==> src/rtl/uart_rx_core.sv <==
// rtl/uart_rx_core.sv - 8N1 serial receiver with mid-bit sampling and a valid/ack holding register
module uart_rx_core #(
   parameter int CLKS_PER_BIT = 434,
   parameter int DATA_BITS    = 8
) (
   input  logic       clk,
   input  logic       reset,
   input  logic       rx,
   input  logic       data_ack,
   output logic [7:0] data_out,
   output logic       data_valid,
   output logic       frame_err,
   output logic       overrun,
   output logic       busy
);

   localparam int CW = $clog2(CLKS_PER_BIT);
   // The IDLE cycle that spots the falling edge counts as the first half-bit cycle.
   localparam logic [CW-1:0] MID_CNT  = CW'((CLKS_PER_BIT - 1) / 2 - 1);
   localparam logic [CW-1:0] LAST_CNT = CW'(CLKS_PER_BIT - 1);
   localparam logic [2:0]    LAST_BIT = 3'(DATA_BITS - 1);

   typedef enum logic [2:0] {IDLE, START, DATA, STOP, CLEANUP} state_t;

   state_t        state, state_nx;
   logic [CW-1:0] clk_cnt, clk_cnt_nx;
   logic [2:0]    bit_idx, bit_idx_nx;
   logic [7:0]    shift, shift_nx;
   logic          rx_m, rx_s, armed;
   logic [1:0]    warm;
   logic          good_stop, bad_stop, load;

   // Arming waits until the synchronizer has flushed its preset ones, so a line
   // held low through reset is never mistaken for idle.
   always_ff @(posedge clk or posedge reset) begin
      if (reset) begin
         rx_m  <= 1'b1;
         rx_s  <= 1'b1;
         warm  <= 2'b00;
         armed <= 1'b0;
      end else begin
         rx_m <= rx;
         rx_s <= rx_m;
         warm <= {warm[0], 1'b1};
         if (warm[1] && rx_s)
            armed <= 1'b1;
      end
   end

   always_comb begin
      state_nx   = state;
      clk_cnt_nx = clk_cnt;
      bit_idx_nx = bit_idx;
      shift_nx   = shift;
      good_stop  = 1'b0;
      bad_stop   = 1'b0;
      case (state)
         IDLE: begin
            clk_cnt_nx = '0;
            bit_idx_nx = '0;
            shift_nx   = '0;
            if (armed && !rx_s)
               state_nx = START;
         end
         START: begin
            if (clk_cnt == MID_CNT) begin
               clk_cnt_nx = '0;
               state_nx   = rx_s ? IDLE : DATA;
            end else begin
               clk_cnt_nx = clk_cnt + 1'b1;
            end
         end
         DATA: begin
            if (clk_cnt == LAST_CNT) begin
               clk_cnt_nx        = '0;
               shift_nx[bit_idx] = rx_s;
               if (bit_idx == LAST_BIT) begin
                  bit_idx_nx = '0;
                  state_nx   = STOP;
               end else begin
                  bit_idx_nx = bit_idx + 3'd1;
               end
            end else begin
               clk_cnt_nx = clk_cnt + 1'b1;
            end
         end
         STOP: begin
            if (clk_cnt == LAST_CNT) begin
               clk_cnt_nx = '0;
               good_stop  = rx_s;
               bad_stop   = !rx_s;
               state_nx   = CLEANUP;
            end else begin
               clk_cnt_nx = clk_cnt + 1'b1;
            end
         end
         CLEANUP: begin
            clk_cnt_nx = '0;
            state_nx   = IDLE;
         end
         default: state_nx = IDLE;
      endcase
   end

   assign load = good_stop && (!data_valid || data_ack);
   assign busy = (state != IDLE);

   always_ff @(posedge clk or posedge reset) begin
      if (reset) begin
         state      <= IDLE;
         clk_cnt    <= '0;
         bit_idx    <= '0;
         shift      <= '0;
         data_out   <= '0;
         data_valid <= 1'b0;
         frame_err  <= 1'b0;
         overrun    <= 1'b0;
      end else begin
         state     <= state_nx;
         clk_cnt   <= clk_cnt_nx;
         bit_idx   <= bit_idx_nx;
         shift     <= shift_nx;
         frame_err <= bad_stop;
         if (load) begin
            data_out   <= shift;
            data_valid <= 1'b1;
         end else if (data_ack) begin
            data_valid <= 1'b0;
         end
         if (good_stop && data_valid && !data_ack)
            overrun <= 1'b1;
      end
   end

endmodule

==> config.mk <==
export PLATFORM = sky130hd
export DESIGN_NAME = uart_rx_core
export DESIGN_NICKNAME = d
export VERILOG_FILES = /design/src/rtl/uart_rx_core.sv
export SDC_FILE = /design/constraint.sdc
export NUM_CORES = 1
export LEC_CHECK = 0
export BUFFER_PORTS_ARGS = -buffer_cell sky130_fd_sc_hd__buf_4
export CAP_MARGIN = 20
export CORE_UTILIZATION = 30
export DETAILED_ROUTE_END_ITERATION = 16
export PLACE_DENSITY = 0.45
export SLEW_MARGIN = 15
export SYNTH_ARGS = -nofsm -noshare
export SYNTH_HDL_FRONTEND = slang
export SYNTH_SLANG_ARGS = --single-unit
==> constraint.sdc <==
create_clock -name clk -period 2.1 [get_ports clk]
set_input_delay 0.525 -clock clk [delete_from_list [all_inputs] [get_ports clk]]
set_output_delay 0.525 -clock clk [all_outputs]
set_load 0.005 [all_outputs]
==> flow_summary.ini <==
[status]
status = complete, no violations

[synth]
synth_edf_count = 0
synth_fp_nets = 189
yosysWarningCount = 0
synth_ff_type = dfrtp_1
syn_inst = 181
syn_avg_cell_area_sq_um = 10.6
synth_seq_cells = 39
synthDistinctLibCells = 45
async_flop_share_pct = 100
syn_area_sq_um = 1920
ys_seq_area_share_pct = 50.8

[routing]
final_antenna_net_count = 0
vias = 1448
wl_per_cell_um = 13.5
firstDrtPassIters = 4
drt-initial-drc-count = 58
avgViaCountPerCell = 5.10
wl_um = 3830
drc = 0

[timing]
period_needed_ps = 2010
tns_ps = 0
drv_slew = 0
worst_slack_ps = 94.8
hold_viol = 0
skew_ps = 6.61
period_share_pct = 95.5
rsz0062_at_grt = no
fmax_ghz = 0.499
setup_viol = 0

[clock_tree]
insertion_delay_ps = 290
clockBufferDepth = 2
root_buffer = clkbuf_8
clkSinkCount = 39
cts_setup_buffers = 0
numCtsBuffers = 5
clk_pin_slew_ps = 80
cts_tree = yes
holdBufCountCts = 0
postCtsResizedCells = 0
htreeDepth = 2

[power_and_ir_drop]
leakagePower_nw = 1.07
vdd_drop_max_mv = 0.363
powerDensity_nw_per_um2 = 760

[global_route]
antenna_found_initial = 0
grt_max_degree = 40
grt_usage_pct = 13.3
grt_pass1_vias = 1451
grt_first_pass_wirelength_um = 6730
overflow = 0

[die]
die-area_sq_um = 6740
fp.dieH_um = 82.1
num_io_pins = 16
initial_utilization_pct = 31.8
core_sq_um = 6060
die_w_um = 82.1
core.rowCount = 28

[setup_path]
cp_max_fo = 8
reg2regPathDepth = 6
endpoint = data_out[4]$_DFFE_PP0P_
cp-startpoint = clk_cnt[1]$_DFFE_PP0P_
cp-start-kind = flip-flop
cp.required_ps = 2280
r2r_end = data_out[4]$_DFFE_PP0P_
reg2reg_slack_ps = 90
worstSetupPathType = flip-flop to flip-flop
end_kind = flip-flop
rr_startpoint = clk_cnt[1]$_DFFE_PP0P_
crit_arrival_ps = 2190

[finish]
drive_above_1_share_pct = 23.4
area_growth_pct = 18.4
antenna_cells = 0
nets = 216

[place]
io_buffers = 15
place_congestion = 0.746
pre_cts_ws_ps = 92.9
hpwl_um = 2770

[job]
maxCapViolations = 0

[worst_hold_path]
hold_class = primary input to asynchronous set/reset pin
-- state kept, by name, summed over array words and instances (netlist names) --
| signal | cells |
|---|---|
| warm | 2 |
| data_out | 8 |
| data_valid | 1 |
| overrun | 1 |
| state | 3 |
| shift | 8 |
| rx_m | 1 |
| clk_cnt | 9 |
| bit_idx | 3 |
| armed | 1 |
| frame_err | 1 |
| rx_s | 1 |
-- metal layers --
| layer | track usage (%) | vias to the layer above | routed length [um] |
|---|---|---|---|
| met1 | 16.6 | 704 | 1800 |
| met5 | 0 | - | 0 |
| li1 | - | 709 | - |
| met3 | 3.52 | 6 | 126 |
| met4 | 6.84 | 0 | 53 |
| met2 | 21.2 | 29 | 1850 |
-- where the power goes --
part	leakage, nW	internal (mW)	switching, mW
sequential	0.510	0.823	0.0610
combinational	0.509	0.149	0.161
clock	0.0484	0.269	0.268
-- kinds of logic after synthesis --
logic type / count (synthesis) / share of synthesized area (%)
DFF: 39 / 50.8
muxes: 18 / 11.4
buffers and inverters: 14 / 3.12
adders and majority gates: 4 / 2.60
AOI/OAI and AO/OA: 37 / 12.4
and+or+nand+nor: 68 / 19.4
other: 1 / 0.195
-- how the worst min path moves through the flow --
stage,slack [ps],from,cells after the start,to
CTS,320,rx,1,rx_m$_DFF_PP1_
detailed placement,340,warm[0]$_DFF_PP0_,0,warm[1]$_DFF_PP0_
floorplan,330,warm[0]$_DFF_PP0_,0,warm[1]$_DFF_PP0_
global route,320,rx,1,rx_m$_DFF_PP1_
global placement,330,warm[0]$_DFF_PP0_,0,warm[1]$_DFF_PP0_
finish,340,reset,3,data_out[5]$_DFFE_PP0P_
-- metrics by stage --
stage	instance area [sq um]	instances	utilization, %	hold WS (ps)	power [mW]
after floorplan	1920	181	-	331	1.10
after global placement	2180	276	36.0	331	1.21
after detailed placement	2180	276	36.0	340	1.21
after CTS	2280	284	37.6	325	1.76
after global routing	2280	284	37.6	319	1.86
final	2280	284	37.6	338	1.73
-- cell usage in the layout (no fill, tap or decap), types with 2 or more instances in the layout --
cell / Yosys / layout
dfrtp_1: 37 / 37
buf_4: 0 / 26
nand2_1: 24 / 24
o21ai_0: 13 / 13
mux2i_1: 10 / 10
mux2_4: 8 / 8
inv_1: 8 / 8
nor2_1: 7 / 7
a21oi_1: 7 / 7
clkbuf_8: 0 / 6
nand3_1: 5 / 5
and2_1: 4 / 4
nor3_1: 4 / 4
ha_1: 4 / 4
o31ai_1: 3 / 3
or4_1: 3 / 3
or3_1: 3 / 3
and3_1: 3 / 3
nor2b_1: 2 / 2
o211ai_1: 2 / 2
nand4_1: 2 / 2
a41o_1: 2 / 2
nor4_1: 2 / 2
dfstp_2: 2 / 2
-- worst max-delay path: stages, from the launching register on --
cell     delay [ps]
dfrtp_1         420
inv_1            70
ha_1            140
and4b_4         290
nand2_4          60
or4_4           600
mux2_4          340
-- final cells by class --
cell class | count | area (sq um)
fillers | 604 | 3780
flip-flops and latches | 39 | 978
multi-input cells | 128 | 886
repair buffers | 26 | 195
well taps | 75 | 93.8
clock buffers | 7 | 86.3
inverters | 8 | 30.0
clock inverters | 1 | 8.76
-- cell usage after synthesis, types with 2 or more instances --
| cell | n | area, sq um |
|---|---|---|
| a21oi_1 | 7 | 35.0 |
| a41o_1 | 2 | 20.0 |
| and2_1 | 4 | 25.0 |
| and3_1 | 3 | 18.8 |
| clkbuf_1 | 4 | 15.0 |
| dfrtp_1 | 37 | 926 |
| dfstp_2 | 2 | 52.6 |
| ha_1 | 4 | 50.1 |
| inv_1 | 8 | 30.0 |
| mux2_4 | 8 | 120 |
| mux2i_1 | 10 | 100 |
| nand2_1 | 24 | 90.1 |
| nand3_1 | 5 | 25.0 |
| nand4_1 | 2 | 12.5 |
| nor2_1 | 7 | 26.3 |
| nor2b_1 | 2 | 12.5 |
| nor3_1 | 4 | 20.0 |
| nor4_1 | 2 | 12.5 |
| o211ai_1 | 2 | 15.0 |
| o21ai_0 | 13 | 65.1 |
| o31ai_1 | 3 | 22.5 |
| or3_1 | 3 | 18.8 |
| or4_1 | 3 | 22.5 |
No activity file was read; power rests on OpenSTA's default activity.
